$ cat src/rtl/comp_pkg.sv
`default_nettype none
// +----------------------------------------------------------------------+
// | Package     : comp_pkg                                               |
// | Description : Shared types and constants for the complex multiply /  |
// |               accumulate datapath.                                   |
// |               acc_state_t - frame accumulator control states         |
// |               COMP_PROD_W - width of one complex-product component   |
// | Revision    : 1.0 - initial release                                  |
// +----------------------------------------------------------------------+
package comp_pkg;

   localparam int COMP_PROD_W = 17;

   typedef enum logic [0:0] {
      IDLE = 1'b0,
      ACC  = 1'b1
   } acc_state_t;

endpackage : comp_pkg
`default_nettype wire

$ cat src/rtl/comp_acc_lane.sv
`default_nettype none
// +----------------------------------------------------------------------+
// | Module      : comp_acc_lane                                          |
// | Description : One component (real or imaginary) of the frame        |
// |               accumulator: a signed running sum and the output       |
// |               register that captures a finished frame sum.           |
// | Ports       : clk, rst      - clock, async active-high reset         |
// |               i_clr         - start a new sum (seeded by i_data when |
// |                               i_add_en is also high, else zero)      |
// |               i_add_en      - add sign-extended i_data to the sum    |
// |               i_load_out    - capture (sum + i_data) in the output   |
// |               i_data        - signed IN_W sample                     |
// |               o_data        - signed ACC_W held frame sum            |
// | Revision    : 1.0 - initial release                                  |
// +----------------------------------------------------------------------+
module comp_acc_lane
   import comp_pkg::*;
#(
   parameter int IN_W  = COMP_PROD_W,
   parameter int ACC_W = COMP_PROD_W + 4
) (
   input  logic                    clk,
   input  logic                    rst,
   input  logic                    i_clr,
   input  logic                    i_add_en,
   input  logic                    i_load_out,
   input  logic signed [IN_W-1:0]  i_data,
   output logic signed [ACC_W-1:0] o_data
);

   logic signed [ACC_W-1:0] r_acc;
   logic signed [ACC_W-1:0] r_out;
   logic signed [ACC_W-1:0] w_ext;
   logic signed [ACC_W-1:0] w_sum;

   assign w_ext = {{(ACC_W-IN_W){i_data[IN_W-1]}}, i_data};

   // The output register always captures sum-including-this-sample, so the
   // control can load the final result while independently clearing the
   // accumulator for a frame that starts on the same edge.
   assign w_sum = r_acc + w_ext;

   always_ff @(posedge clk or posedge rst) begin
      if (rst) begin
         r_acc <= '0;
      end else if (i_clr) begin
         r_acc <= i_add_en ? w_ext : '0;
      end else if (i_add_en) begin
         r_acc <= w_sum;
      end
   end

   always_ff @(posedge clk or posedge rst) begin
      if (rst) begin
         r_out <= '0;
      end else if (i_load_out) begin
         r_out <= w_sum;
      end
   end

   assign o_data = r_out;

endmodule : comp_acc_lane
`default_nettype wire

$ cat src/rtl/comp_acc.sv
`default_nettype none
// +----------------------------------------------------------------------+
// | Module      : comp_acc                                               |
// | Description : Complex frame accumulator. Sums N_LEN consecutive      |
// |               complex products into full-precision totals and        |
// |               presents each frame result through a one-entry         |
// |               valid/ready output register.                           |
// | Ports       : clk, rst          - clock, async active-high reset     |
// |               i_start           - begin / restart a frame            |
// |               i_valid, i_r, i_i - one signed product per pulse       |
// |               o_valid, o_ready  - output handshake                   |
// |               o_r, o_i          - signed ACC_W frame sums            |
// |               o_busy            - frame in progress                  |
// |               o_ovr             - sticky: completed frame dropped    |
// | Revision    : 1.0 - initial release                                  |
// +----------------------------------------------------------------------+
module comp_acc
   import comp_pkg::*;
#(
   parameter int N_LEN = 16,
   parameter int IN_W  = COMP_PROD_W
) (
   input  logic                                      clk,
   input  logic                                      rst,
   input  logic                                      i_start,
   input  logic                                      i_valid,
   input  logic signed [IN_W-1:0]                    i_r,
   input  logic signed [IN_W-1:0]                    i_i,
   output logic                                      o_valid,
   input  logic                                      o_ready,
   output logic signed [IN_W+$clog2(N_LEN)-1:0]      o_r,
   output logic signed [IN_W+$clog2(N_LEN)-1:0]      o_i,
   output logic                                      o_busy,
   output logic                                      o_ovr
);

   localparam int ACC_W = IN_W + $clog2(N_LEN);
   localparam int CNT_W = $clog2(N_LEN) + 1;
   localparam logic [CNT_W-1:0] C_LAST = CNT_W'(N_LEN - 1);

   acc_state_t       r_state, w_state_nxt;
   logic [CNT_W-1:0] r_cnt,   w_cnt_nxt;
   logic             r_valid;
   logic             r_ovr;

   logic w_clr;
   logic w_add_en;
   logic w_load;
   logic w_set_ovr;
   logic w_take;
   logic w_done;

   // Output register is free if empty or being drained on this same edge.
   assign w_take = r_valid & o_ready;
   assign w_done = (r_state == ACC) & i_valid & (r_cnt == C_LAST);

   always_comb begin
      w_state_nxt = r_state;
      w_cnt_nxt   = r_cnt;
      w_clr       = 1'b0;
      w_add_en    = 1'b0;
      w_load      = 1'b0;
      w_set_ovr   = 1'b0;

      case (r_state)
         IDLE: begin
            if (i_start) begin
               w_state_nxt = ACC;
               w_clr       = 1'b1;
               w_add_en    = i_valid;
               w_cnt_nxt   = i_valid ? CNT_W'(1) : '0;
            end
         end

         ACC: begin
            if (w_done) begin
               if (!r_valid || w_take) begin
                  w_load = 1'b1;
               end else begin
                  w_set_ovr = 1'b1;
               end
               // The completing sample belongs to the finished frame, so a
               // coincident start opens an empty frame.
               if (i_start) begin
                  w_state_nxt = ACC;
                  w_clr       = 1'b1;
                  w_cnt_nxt   = '0;
               end else begin
                  w_state_nxt = IDLE;
                  w_cnt_nxt   = '0;
               end
            end else if (i_start) begin
               w_clr     = 1'b1;
               w_add_en  = i_valid;
               w_cnt_nxt = i_valid ? CNT_W'(1) : '0;
            end else if (i_valid) begin
               w_add_en  = 1'b1;
               w_cnt_nxt = r_cnt + CNT_W'(1);
            end
         end

         default: begin
            w_state_nxt = IDLE;
            w_cnt_nxt   = '0;
         end
      endcase
   end

   always_ff @(posedge clk or posedge rst) begin
      if (rst) begin
         r_state <= IDLE;
         r_cnt   <= '0;
         r_valid <= 1'b0;
         r_ovr   <= 1'b0;
      end else begin
         r_state <= w_state_nxt;
         r_cnt   <= w_cnt_nxt;
         if (w_load) begin
            r_valid <= 1'b1;
         end else if (w_take) begin
            r_valid <= 1'b0;
         end
         if (w_set_ovr) begin
            r_ovr <= 1'b1;
         end
      end
   end

   comp_acc_lane #(
      .IN_W  (IN_W),
      .ACC_W (ACC_W)
   ) u_lane_r (
      .clk        (clk),
      .rst        (rst),
      .i_clr      (w_clr),
      .i_add_en   (w_add_en),
      .i_load_out (w_load),
      .i_data     (i_r),
      .o_data     (o_r)
   );

   comp_acc_lane #(
      .IN_W  (IN_W),
      .ACC_W (ACC_W)
   ) u_lane_i (
      .clk        (clk),
      .rst        (rst),
      .i_clr      (w_clr),
      .i_add_en   (w_add_en),
      .i_load_out (w_load),
      .i_data     (i_i),
      .o_data     (o_i)
   );

   assign o_valid = r_valid;
   assign o_busy  = (r_state == ACC);
   assign o_ovr   = r_ovr;

endmodule : comp_acc
`default_nettype wire

$ cat config.mk
export PLATFORM = sky130hd
export DESIGN_NAME = comp_acc
export DESIGN_NICKNAME = d
export VERILOG_FILES = /design/src/rtl/comp_pkg.sv /design/src/rtl/comp_acc_lane.sv /design/src/rtl/comp_acc.sv
export SDC_FILE = /design/constraint.sdc
export NUM_CORES = 1
export LEC_CHECK = 0
export ABC_AREA = 1
export ABC_CLOCK_PERIOD_IN_PS = 3900
export BUFFER_PORTS_ARGS = -buffer_cell sky130_fd_sc_hd__buf_4
export CELL_PAD_IN_SITES_DETAIL_PLACEMENT = 1
export CELL_PAD_IN_SITES_GLOBAL_PLACEMENT = 2
export CORE_MARGIN = 2
export CORE_UTILIZATION = 33
export CTS_CLUSTER_SIZE = 20
export DETAILED_ROUTE_END_ITERATION = 12
export MAX_ROUTING_LAYER = met4
export PLACE_DENSITY = 0.9
export SKIP_CTS_REPAIR_TIMING = 1
export SLEW_MARGIN = 20
export SYNTH_ARGS = -nofsm -noshare
export SYNTH_HDL_FRONTEND = slang
export SYNTH_SLANG_ARGS = --single-unit
$ cat constraint.sdc
create_clock -name clk -period 3.9 [get_ports clk]
set_input_delay 0.585 -clock clk [delete_from_list [all_inputs] [get_ports clk]]
set_output_delay 0.585 -clock clk [all_outputs]
set_load 0.01 [all_outputs]
After elaboration in Yosys (flattened, before gate mapping) --
Index checks and enable logic that the tools add are counted.
Cells by class: add/subtract/negate cells 3, equal/unequal tests 3, mux-type cells 28, bitwise gates (word level) 4, reduce and logical (&&, ||, !) cells 5
Operator list (number):
- 21-bit 2-to-1 mux | 6
- 21-bit by 17-bit adder with 21-bit output | 2
- 5-bit 2-to-1 mux | 4
- 1-bit 2-to-1 mux | 15
- 5-bit case mux with 2 select lines | 1
- 5-bit by 1-bit adder with 5-bit output, second input constant | 1
- 5-bit by 4-bit == test with 1-bit output, second input constant | 1
- 4-bit by 3-bit inequality test with 1-bit output, second input constant | 1
- 1-bit case mux with 2 select lines | 2
- 2-bit nonzero test | 2
- 1-bit AND | 3
- 2-bit inequality test, second input constant | 1
- 2-bit AND reduction | 1
- 1-bit logical NOT | 1
- 1-bit logical OR | 1
- 1-bit inverter | 1
Word-level totals: register bits 92, bits of input ports 39, word-level logic and storage cells 51

Longest topological paths before layout --
depth after elaboration 6, mapped depth 12, mapped depth without buffers 12

Cells and area by module --
A second synthesis with hierarchy kept.
Second synthesis, totals: cells, all modules 1045, area total of the unflattened synthesis 6830.3 µm²
By module, submodules not included:
- comp_acc_lane at u_lane_i | times used 1, cells an instance 496, area an instance 3224.3 µm²
- comp_acc_lane at u_lane_r | times used 1, cells an instance 494, area an instance 3185.6 µm²
- comp_acc | times used 1, cells an instance 55, area an instance 420.4 µm²

Worst setup path before layout --
Ideal clock, no wire load.
kind input-to-reg, from input port i_i[0], to register u_lane_i.r_out[12], in the netlist u_lane_i.o_data[12], setup time 117 ps, arrival 1905 ps, data required time 3783 ps, slack 1877 ps, stages 10, buffers on the path 0, cells stage by stage ha_1 fa_1 nand3_1 nand3_1 nand3_1 nand2_1 nand2_1 nand3b_1 nand3_1 nand2_1
Between the ends: longest elaborated chain between the ends 1
Ends and longest elaborated chain:
- start, declared | line comp_acc.sv:28 | input logic signed [IN_W-1:0] i_i,
- 21-bit by 17-bit adder with 21-bit output | line comp_acc_lane.sv:41 | assign w_sum = r_acc + w_ext;
- end signal, assigned | line comp_acc_lane.sv:57 | r_out <= w_sum;
- end, declared | line comp_acc_lane.sv:32 | logic signed [ACC_W-1:0] r_out;
Every way passes these cells. A chain may end at the register's enable or synchronous reset.

Worst setup path in the final report --
from register r_cnt[0], to register u_lane_i.r_out[6], in the netlist u_lane_i.o_data[6]
Between the ends: longest elaborated chain between the ends 4
Ends and longest elaborated chain:
- start, declared | line comp_acc.sv:42 | logic [CNT_W-1:0] r_cnt, w_cnt_nxt;
- start signal, assigned | line comp_acc.sv:117 | r_cnt <= w_cnt_nxt;
- 5-bit by 4-bit == test with 1-bit output | line comp_acc.sv:55 | assign w_done = (r_state == ACC) & i_valid & (r_cnt == C_LAST);
- 1-bit AND | line comp_acc.sv:55
- 1-bit 2-to-1 mux | line comp_acc.sv:76 | if (w_done) begin
- 1-bit 2-to-1 mux | line comp_acc.sv:65 | case (r_state)
Every way passes these cells.

==> results.json <==
{
  "detailed_place.area_um2": 7360,
  "final_total_negative_setup_slack_ps": 0,
  "detail_route.drc_violations": 0,
  "synthArstFlopShare_pct": 100,
  "comb_power_share_pct": 35.6,
  "clk_latency_ps": 360,
  "worstHoldPathType": "in -> async",
  "tritoncts.num_buffers": 9,
  "first_pass_grt_wire_length_um": 32900,
  "area_growth_pct": 17.9,
  "max_freq_ghz": 0.388,
  "timing_max_transition_violations_final": 0,
  "antenna_violations_before_repair": 0,
  "post_synth_main_area_contributors": "dfrtp_1 (35%), nand2_1 (22%), ha_1 (8.1%)",
  "synth.yosys.seq_area_share_pct": 35.4,
  "fill_cells": 2572,
  "ys_types": 29,
  "drv_cap": 0,
  "hold_ws_ps": 118,
  "timing.final.crit_share_pct": 66.1,
  "layoutNonFillerInstCount": 1301,
  "setup_viol_count_final": 0,
  "dp.cells": 1285,
  "path_max_fanout": 57,
  "floorplan.initialDensity_pct": 33.6,
  "synth_area_um2": 6510,
  "tritoncts": "built",
  "detailedPlace.worstSlack_ps": 1280,
  "worst-endpoint-arrival_ps": 2770,
  "tritoncts_num_sinks": 92,
  "syn-num-nets": 1034,
  "critical_path_class": "reg -> reg",
  "antenna_violating_nets_post_route": 0,
  "largest_delay_contributor_family_on_the_critical_path": "buffers and inverters",
  "slew_headroom_pct": 35.3,
  "share_clk_of_total_power_pct": 29.9,
  "vdd_drop_max_v": 0.000224,
  "ioPinCount": 84,
  "postSynthRegisterBits": 92,
  "final_core_utilization_pct": 39.6,
  "worstSetupStartpointType": "flip-flop",
  "multi_input_logic_area_um2": 3570,
  "fin_area_um2": 7670,
  "worstPathCellList": "ha_1 -> inv_1 -> nor3_1 -> ha_1 -> nand2_4 -> nor2_4 -> buf_4 -> inv_2 -> o21ai_0",
  "finClkSkew_ps": 8.96,
  "syn-mean-instance-area_um2": 6.85,
  "pint_mw": 1.95,
  "finalHoldViolCount": 0,
  "grtUsageTotal_pct": 20.7,
  "run_status": "complete, no violations",
  "layout_cells_sized_above_1_pct": 11.0,
  "die-area_um2": 20900,
  "synthesis.instances": 951,
  "synth.largest_area_cell": "dfrtp_1",
  "timing.critical_path.mode_cell": "ha_1",
  "cts_max_path_buffers": 2,
  "fp.dieH_um": 144,
  "cp-end-kind": "flip-flop",
  "place_hpwl_um": 15300,
  "route.detailed.vias_per_inst": 4.78,
  "yosys.area.top_type_share_pct": 35.4,
  "die_w_um": 144,
  "worst-path-buf-inv": 3,
  "worstSetupStartpoint": "r_cnt[0]$_DFFE_PP0P_",
  "yosys_warnings": 0,
  "netlist_top_cells_count": "nand2_1 (388), inv_1 (129), dfrtp_1 (92)",
  "cpPeakStageDelay_ps": 760,
  "number_of_enable_flip_flop_cells_after_synthesis": 0,
  "cp.required_ps": 4090,
  "total_power_mw": 3.14,
  "tightest_slew_ps": 969,
  "number_of_global_route_vias_before_repair": 6613,
  "cts_max_level": 3,
  "wire_per_inst_um": 15.0,
  "drt_first_pass_iters": 4,
  "grt_setup_unrepaired": "no",
  "antenna_cells": 0,
  "path_clk_slew_ps": 70,
  "numPortBuffers": 83,
  "switching_share_pct": 37.9,
  "nNetsFinal": 1114,
  "final_min_period_ps": 2580,
  "worst_r2r_startpoint": "r_cnt[0]$_DFFE_PP0P_",
  "p_sw_mw": 1.19,
  "rows": 51,
  "yosysMostFrequentCell": "nand2_1",
  "final_routed_wirelength_across_all_metal_layers_um": 19600,
  "timing.critical_path.slowest_stage_cell": "inv_2",
  "finalWorstSetupSlack_ps": 1320,
  "grt_max_degree": 58,
  "detailedRoute.firstIterationViolations": 166,
  "layout.area.seq_um2": 2300,
  "seq_power_share_pct": 34.6,
  "ys.flop_type": "dfrtp_1",
  "gr-total-overflow": 0,
  "pwr_density_cell_nw_per_um2": 409,
  "static-leakage-power_nw": 4.31,
  "via_count": 6225,
  "floorplan.core_area_um2": 19400,
  "gp_congestion": 0.845,
  "cts-root-buf": "clkbuf_16"
}
==> layout make-up <==
type,count,share of cell area (%)
repair buffers,88,8.61
well taps,265,4.32
multi-input cells,707,46.5
clock buffers,10,3.11
clock inverters,6,0.913
flip-flops and latches,92,30.0
inverters,133,6.54
==> registers in the layout, indices dropped and copies added (netlist names) <==
signal	flops
o_busy	1
o_ovr	1
o_valid	1
r_cnt	5
u_lane_i.o_data	21
u_lane_i.r_acc	21
u_lane_r.o_data	21
u_lane_r.r_acc	21
==> power groups by stage <==
stage               Clock [mW]  Sequential [mW]  Combinational [mW]
detailed placement           0             1.10                1.12
global route              1.00             1.10                1.29
finish                   0.938             1.08                1.12
floorplan                    0             1.09               0.831
CTS                      0.965             1.08                1.13
global placement             0             1.10                1.10
==> layout by cell type (no fill, tap or decap), drive strengths merged <==
master and instances:
o21ai 18, o211ai 8, o22ai 1, xnor2 13, clkinv 3, a22o 15
nand3b 19, ha 42, xor2 3, a21oi 25, nand3 88, or2 1
o21bai 11, clkbuf 10, nor3 9, nand2 390, dfrtp 92, nand4 5
fa 2, bufinv 1, buf 88, inv 135, nor2 57
==> path summary, 6_finish.rpt <==
check / to / slack, ps / cells past startpoint
min: u_lane_r.o_data[6]$_DFFE_PP0P_ / 120 / 2
min reg2reg: u_lane_r.o_data[12]$_DFFE_PP0P_ / 480 / 2
max reg2reg: u_lane_i.o_data[6]$_DFFE_PP0P_ / 1320 / 9
min in group clk: u_lane_r.r_acc[9]$_DFFE_PP0P_ / 460 / 3
max: u_lane_i.o_data[6]$_DFFE_PP0P_ / 1320 / 9
max in group asynchronous: u_lane_i.r_acc[18]$_DFFE_PP0P_ / 2930 / 3
==> metal layers <==
| metal | wire (um) | track usage [%] | share of wire, % | up-vias |
|---|---|---|---|---|
| met5 | 0 | - | 0 | - |
| met2 | 10000 | 37.3 | 51 | 71 |
| met4 | 389 | 6.69 | 2.0 | 0 |
| li1 | - | - | - | 3155 |
| met3 | 394 | 2.22 | 2.0 | 25 |
| met1 | 8730 | 24.2 | 45 | 2974 |
==> cell families after synthesis <==
kind of cell             count (synthesis)  synth area share (%)
AO/OA/AOI/OAI                           78                  7.61
XOR/XNOR                                16                  2.15
AND/OR/NAND/NOR                        569                  36.3
buffers and inverters                  152                  9.84
adder cells (fa/ha/maj)                 44                  8.69
flip-flops                              92                  35.4
Power figures use the tool's default switching activity.
